==> src/rtl/sap_pkg.sv <==
// Shared SAP-1 definitions: opcodes, T-state one-hot codes and
// control-word bit indices used by the sequencer, datapath and benches.
package sap_pkg;

   localparam logic [3:0] OP_LDA = 4'b0000;
   localparam logic [3:0] OP_ADD = 4'b0001;
   localparam logic [3:0] OP_SUB = 4'b0010;
   localparam logic [3:0] OP_OUT = 4'b1110;
   localparam logic [3:0] OP_HLT = 4'b1111;

   // T-state bit positions within the one-hot ring
   localparam int T1 = 0;
   localparam int T2 = 1;
   localparam int T3 = 2;
   localparam int T4 = 3;
   localparam int T5 = 4;
   localparam int T6 = 5;

   localparam logic [5:0] T1_OH = 6'b000001;

   // Control-word bit indices; a set bit means "asserted",
   // independent of the pin polarity of the line it drives.
   localparam int CW_CP = 0;
   localparam int CW_EP = 1;
   localparam int CW_LM = 2;
   localparam int CW_CE = 3;
   localparam int CW_LI = 4;
   localparam int CW_EI = 5;
   localparam int CW_LA = 6;
   localparam int CW_EA = 7;
   localparam int CW_SU = 8;
   localparam int CW_EU = 9;
   localparam int CW_LB = 10;
   localparam int CW_LO = 11;
   localparam int CW_W  = 12;

   typedef logic [CW_W-1:0] cw_t;

   localparam cw_t CW_IDLE = '0;

   typedef enum logic {
      SEQ_RUN,
      SEQ_HALTED
   } seq_state_t;

   function automatic cw_t cw_bit(input int idx);
      cw_t w;
      w = CW_IDLE;
      w[idx] = 1'b1;
      return w;
   endfunction

endpackage

==> src/rtl/ring_counter_6.sv <==
// Six-state one-hot ring counter for the SAP-1 T-states.
// Ports: clk, rst (sync, high -> T1), en (advance), freeze (park at
// all-zero, used on halt), ring (one-hot state, bit0 = T1).
module ring_counter_6
   import sap_pkg::*;
(
   input  logic       clk,
   input  logic       rst,
   input  logic       en,
   input  logic       freeze,
   output logic [5:0] ring
);

   always_ff @(posedge clk) begin
      if (rst) begin
         ring <= T1_OH;
      end else if (freeze) begin
         ring <= 6'b000000;
      end else if (en) begin
         ring <= {ring[4:0], ring[5]};
      end
   end

endmodule

==> src/rtl/sap_controller_sequencer.sv <==
// SAP-1 control unit: T-state ring plus opcode decoder driving the bus
// control lines. Ports: clk, rst (sync high), run, opcode (IR[7:4]);
// control outputs (_n active-low), halt, tstate (one-hot, bit0 = T1).
module sap_controller_sequencer
   import sap_pkg::*;
(
   input  logic       clk,
   input  logic       rst,
   input  logic       run,
   input  logic [3:0] opcode,
   output logic       pc_inc,
   output logic       pc_oe_n,
   output logic       mar_ld_n,
   output logic       ram_oe_n,
   output logic       ir_ld_n,
   output logic       ir_oe_n,
   output logic       acc_ld_n,
   output logic       acc_oe_n,
   output logic       alu_sub,
   output logic       alu_oe_n,
   output logic       b_ld_n,
   output logic       out_ld_n,
   output logic       halt,
   output logic [5:0] tstate
);

   seq_state_t state_q;
   seq_state_t state_d;
   logic [5:0] ring;
   logic       ring_en;
   logic       ring_freeze;
   logic       halt_int;
   cw_t        cw;
   cw_t        cw_out;

   always_ff @(posedge clk) begin
      if (rst) begin
         state_q <= SEQ_RUN;
      end else begin
         state_q <= state_d;
      end
   end

   always_comb begin
      state_d  = state_q;
      halt_int = 1'b0;
      cw       = CW_IDLE;
      unique case (state_q)
         SEQ_RUN: begin
            unique case (1'b1)
               ring[T1]: cw = cw_bit(CW_EP) | cw_bit(CW_LM);
               ring[T2]: cw = cw_bit(CW_CP);
               ring[T3]: cw = cw_bit(CW_CE) | cw_bit(CW_LI);
               ring[T4]: begin
                  case (opcode)
                     OP_LDA, OP_ADD, OP_SUB:
                        cw = cw_bit(CW_EI) | cw_bit(CW_LM);
                     OP_OUT:
                        cw = cw_bit(CW_EA) | cw_bit(CW_LO);
                     OP_HLT: begin
                        halt_int = 1'b1;
                        if (run) begin
                           state_d = SEQ_HALTED;
                        end
                     end
                     default: cw = CW_IDLE;
                  endcase
               end
               ring[T5]: begin
                  case (opcode)
                     OP_LDA:
                        cw = cw_bit(CW_CE) | cw_bit(CW_LA);
                     OP_ADD, OP_SUB:
                        cw = cw_bit(CW_CE) | cw_bit(CW_LB);
                     default: cw = CW_IDLE;
                  endcase
               end
               ring[T6]: begin
                  case (opcode)
                     OP_ADD:
                        cw = cw_bit(CW_EU) | cw_bit(CW_LA);
                     OP_SUB:
                        cw = cw_bit(CW_EU) | cw_bit(CW_LA)
                           | cw_bit(CW_SU);
                     default: cw = CW_IDLE;
                  endcase
               end
               default: cw = CW_IDLE;
            endcase
         end
         SEQ_HALTED: begin
            halt_int = 1'b1;
         end
         default: begin
            state_d = SEQ_RUN;
         end
      endcase
   end

   assign ring_en     = run && (state_q == SEQ_RUN);
   assign ring_freeze = (state_q == SEQ_RUN)
                     && (state_d == SEQ_HALTED);

   ring_counter_6 u_ring (
      .clk    (clk),
      .rst    (rst),
      .en     (ring_en),
      .freeze (ring_freeze),
      .ring   (ring)
   );

   // Reset overrides the decode so the bus is quiet even before the
   // first reset edge has settled the state.
   assign cw_out = rst ? CW_IDLE : cw;
   assign halt   = !rst && halt_int;
   assign tstate = rst ? T1_OH : ring;

   assign pc_inc   =  cw_out[CW_CP];
   assign pc_oe_n  = !cw_out[CW_EP];
   assign mar_ld_n = !cw_out[CW_LM];
   assign ram_oe_n = !cw_out[CW_CE];
   assign ir_ld_n  = !cw_out[CW_LI];
   assign ir_oe_n  = !cw_out[CW_EI];
   assign acc_ld_n = !cw_out[CW_LA];
   assign acc_oe_n = !cw_out[CW_EA];
   assign alu_sub  =  cw_out[CW_SU];
   assign alu_oe_n = !cw_out[CW_EU];
   assign b_ld_n   = !cw_out[CW_LB];
   assign out_ld_n = !cw_out[CW_LO];

endmodule

==> config.mk <==
export PLATFORM = sky130hd
export DESIGN_NAME = sap_controller_sequencer
export DESIGN_NICKNAME = d
export VERILOG_FILES = /design/src/rtl/sap_pkg.sv /design/src/rtl/ring_counter_6.sv /design/src/rtl/sap_controller_sequencer.sv
export SDC_FILE = /design/constraint.sdc
export NUM_CORES = 1
export LEC_CHECK = 0
export ABC_AREA = 1
export BUFFER_PORTS_ARGS = -buffer_cell sky130_fd_sc_hd__buf_2
export CAP_MARGIN = 20
export CORE_AREA = 2 2 39 41
export DETAILED_ROUTE_END_ITERATION = 8
export DIE_AREA = 0 0 41 43
export PLACE_DENSITY = 0.71
export SLEW_MARGIN = 25
export SYNTH_ARGS = -nofsm -noshare
export SYNTH_HDL_FRONTEND = slang
export SYNTH_SLANG_ARGS = --single-unit
export TNS_END_PERCENT = 10
==> constraint.sdc <==
create_clock -name clk -period 1.4 [get_ports clk]
set_clock_uncertainty 0.15 [all_clocks]
set_input_delay 0.14 -clock clk [delete_from_list [all_inputs] [get_ports clk]]
set_output_delay 0.14 -clock clk [all_outputs]
set_load 0.01 [all_outputs]
# [Yosys cells after proc, flatten, opt, wreduce, memory -nomap -nowiden]
# Cells that the tools add are included.
[classes] eq_ne=4 mux=16 n_bitwise=1 n_reduce_logical=19
[op_table] cell="$pmux W12 S6" n=1
[op_table] cell="$mux W12" n=2
[op_table] cell="$pmux W12 S2" n=1
[op_table] cell="$pmux W11 S2" n=1
[op_table] cell="$pmux W10 S2" n=1
[op_table] cell="$logic_not A1 Y1" n=11
[op_table] cell="$eq A4 B4 Y1 const B" n=2
[op_table] cell="$mux W1" n=8
[op_table] cell="$mux W6" n=1
[op_table] cell="$eq A4 B1 Y1 const B" n=1
[op_table] cell="$eq A4 B2 Y1 const B" n=1
[op_table] cell="$logic_not A4 Y1" n=1
[op_table] cell="$reduce_or A2 Y1" n=2
[op_table] cell="$logic_and A1 B1 Y1" n=3
[op_table] cell="$reduce_or A3 Y1" n=1
[op_table] cell="$pmux W1 S2" n=1
[op_table] cell="$reduce_bool A2 Y1" n=1
[op_table] cell="$not A1 Y1" n=1
[totals] reg_bits=7 input_bits=7 output_inout_bits=19 word_cells=43

# [Depth between registers and ports, before layout]
[logic_depth] word_depth=7 mapped_depth=8 ltp_nobuf=6

# [By module]
# Synthesis repeated with hierarchy kept, for this count alone.
[unflattened] hier_cells=100 area_unflattened_um2=589.3
[by_module_without_submodules] module="sap_controller_sequencer" n_inst=1 cells_each=61 area_each_um2=327.8 seq_area_each_um2=20.0
[by_module_without_submodules] module="ring_counter_6" n_inst=1 cells_each=39 area_each_um2=261.5 seq_area_each_um2=120.1

# [Least setup slack after synthesis]
# No wires, ideal clock.
[synth_path] path_type="register to output" start="reg state_q" end="out mar_ld_n" arrival_time_ps=934 required_time_ps=1110 setup_slack_ps=176 stages_incl_launch_ff=5 path_cell_list="dfxtp_1 -> buf_6 -> nor2_1 -> nand2_1 -> a21boi_0"
[synth_via] elab_chain_len=3
[synth_lines] element="start: declaration" line_no="sap_controller_sequencer.sv:27" rtl="seq_state_t state_q;"
[synth_lines] element="start signal: assignment" line_no="sap_controller_sequencer.sv:40" rtl="state_q <= state_d;"
[synth_lines] element="$mux W12" line_no="sap_controller_sequencer.sv:48" rtl="unique case (state_q)"
[synth_lines] element="$mux W12" line_no="sap_controller_sequencer.sv:114" rtl="assign cw_out = rst ? CW_IDLE : cw;"
[synth_lines] element="$logic_not A1 Y1" line_no="sap_controller_sequencer.sv:120" rtl="assign mar_ld_n = !cw_out[CW_LM];"
[synth_lines] element="end: declaration" line_no="sap_controller_sequencer.sv:13" rtl="output logic mar_ld_n,"
# Every way passes these cells.

# [Worst setup path in the final report]
# Ends and elaborated chain as after synthesis.

==> out/metrics.csv <==
metric,value,unit
CTS max path bufs,2,
Final Util,52.1,%
Area Overhead vs Synth,31.8,%
WL/cell,10.4,µm
FF-to-FF path depth,7,
clock net sink count,7,
Worst-path clk slew,0.05,ns
Hold Buf Count CTS,0,
FF-to-FF setup slack,0.17,ns
"worst slack, placed",0.0678,ns
DR iter-0 viols,20,
Final TNS setup,0,ns
DRC Markers,0,
Max Cap Violations,0,
leakage power,0.339,nW
vias per cell,4.79,
VDD IR max,0.512,mV
YS warnings,0,
multi-input logic area,322,µm²
startpoint type of the worst setup path,register,
Rel. slew slack,81.4,%
FF-to-FF End,u_ring.ring[2],
FMAX,0.731,GHz
CP Data Required Time,1.11,ns
Hold Fails Final Rpt,0,
setup violators final,0,
Die Ht,43,µm
post-synthesis sequential area ratio,25.6,%
Critical Path AT,1.08,ns
worst setup margin,0.0313,ns
cell area after synthesis,547,µm²
DR pass1 iterations,4,
Die Width,41,µm
Initial Utilization,39.5,%
Total Wirelength,1370,µm
Reg area,148,µm²
#FFs+latches synth,7,
ANT cells,0,
fillers,144,
clock root cell,clkbuf_4,
WHS Endpoint,state_q,
Tcrit/Tclk final,97.8,%
RSZ-0062 raised after global routing,true,
CTS tree,done,
status,finished clean,
Buffers on Ports,25,
pwr dens,669,nW/µm²
Core Region,1380,µm²
vias in the first global route,489,
hold depth,3,
critical path class,register to output pin,
Rows,14,
Syn Area/Cell,6.21,µm²
Post-DRT Antenna Nets,0,
DP Wirelength,1020,µm
Hold Crit Class,input pin to register,
Worst-Skew Late Latency,0.25,ns
Final Critical Period,1.37,ns
GP Congestion,0.751,
cells after synthesis,88,
Tot Pwr,0.000482,W
crit end category,output pin,
Tot GR Track Use,16.6,%
max incr delay on CP,0.38,ns
worst-path cell chain,nor2_4 > nand2_1 > a21boi_1 > buf_2,
worst hold start,run,
largest net degree at the start of global routing,13,
routed vias,627,
CTS buffer count,3,
first-pass GRT wire length,1990,µm
R2R Path Start,state_q,
Die ar.,1760,µm²
# H-tree levels,1,
antenna violations before repair,0,
"Net Count, Synth",95,
layout cells sized above 1,42.6,%
synth unique cells,19,
global route total overflow,0,
Worst path slowest cell,dfxtp_4,
hold slack,0.0437,ns
Crit Path Max Fanout,8,
max-slew violations,0,
nets@finish,123,
IO Pins,26,
Worst Tran Pin Value,0.278,ns
==> how the worst max path moves through the flow <==
stage                              start        endpoint  slack, ns  cells after the start
after floorplan                  state_q        mar_ld_n       0.18                      4
after global placement           state_q  u_ring.ring[2]       0.09                      7
after detailed placement         state_q  u_ring.ring[2]       0.07                      7
after CTS                 u_ring.ring[3]            halt      0.009                      5
after global routing      u_ring.ring[3]            halt      -0.03                      5
final                            state_q        mar_ld_n       0.03                      4
==> cells in the final DEF (no fill, tap or decap) <==
master	count
o21ai_2	5
inv_6	1
a21boi_1	1
nand2_1	18
clkbuf_1	1
clkinv_1	1
clkbuf_4	3
dfxtp_2	3
nor2_4	1
nor4_2	1
nand2_2	3
nor2_2	1
nand4_1	2
nand3_1	4
nor2_1	18
nand3_2	2
nor3_1	2
buf_2	25
nand3b_1	1
nand2_4	1
dfxtp_4	1
o21ai_1	1
inv_1	14
buf_4	2
dfxtp_1	3
==> flip-flops by register name, indices dropped and copies added, names as in the netlist <==
signal and count:
state_q 1, u_ring.ring 6
==> critical path, delay by kind of cell, from the launching register on <==
| family | cells | cell delay, ns |
|---|---|---|
| flops | 1 | 0.38 |
| compound gates | 1 | 0.12 |
| buf+inv | 1 | 0.14 |
| simple gates | 2 | 0.19 |
==> where the power goes <==
| part | internal, W | switching, W |
|---|---|---|
| Combinational | 0.0000315 | 0.0000575 |
| Clock | 0.000109 | 0.0000759 |
| Sequential | 0.000204 | 0.00000458 |
==> through the flow <==
step,cell area [µm²],std cells
6_report,721,131
5_1_grt,721,131
4_1_cts,704,131
3_5_place_dp,653,126
3_3_place_gp,653,126
2_1_floorplan,547,88
==> cells in the mapped netlist <==
library cell	number	area, µm²
o21ai_2	5	43.8
buf_6	1	11.3
o21ai_1	1	5.00
nor4_1	1	6.26
nand4_1	2	12.5
dfxtp_1	7	140
nand3b_1	1	7.51
nand2_2	3	18.8
buf_12	1	20.0
a21boi_0	1	7.51
nand2_1	18	67.6
clkinv_1	1	3.75
nor3_1	2	10.0
inv_1	14	52.6
nand3_1	6	30.0
inv_6	1	8.76
nor2_1	20	75.1
buf_4	2	15.0
nand2_4	1	11.3
==> layout make-up <==
class	count	area share, %
Timing Repair Buffer	27	19.4
Clock buffer	4	3.65
Tap cell	16	2.78
Multi-Input combinational cell	61	44.6
Inverter	16	9.03
Sequential cell	7	20.5
==> cells by family after synthesis <==
group	after synthesis	share of synthesized area [%]
AOI/OAI and AO/OA	7	10.3
buffers and inverters	20	20.4
DFF	7	25.6
and+or+nand+nor	54	43.7
==> per-layer routing <==
layer	global-route usage [%]	routed length, µm	vias up
met5	0	0	-
met4	10.0	19	0
met2	25.0	645	31
li1	-	-	326
met3	2.09	112	2
met1	21.5	588	268
==> repair_timing <==
| item | 4_1_cts | 5_1_grt |
|---|---|---|
| gates resized for setup | 7 | 5 |
| endpoints found under the setup margin | 8 | 9 |
| pin swaps | 1 | 1 |
| setup buffers | 1 | 0 |
No activity file was read; power rests on OpenSTA's default activity.
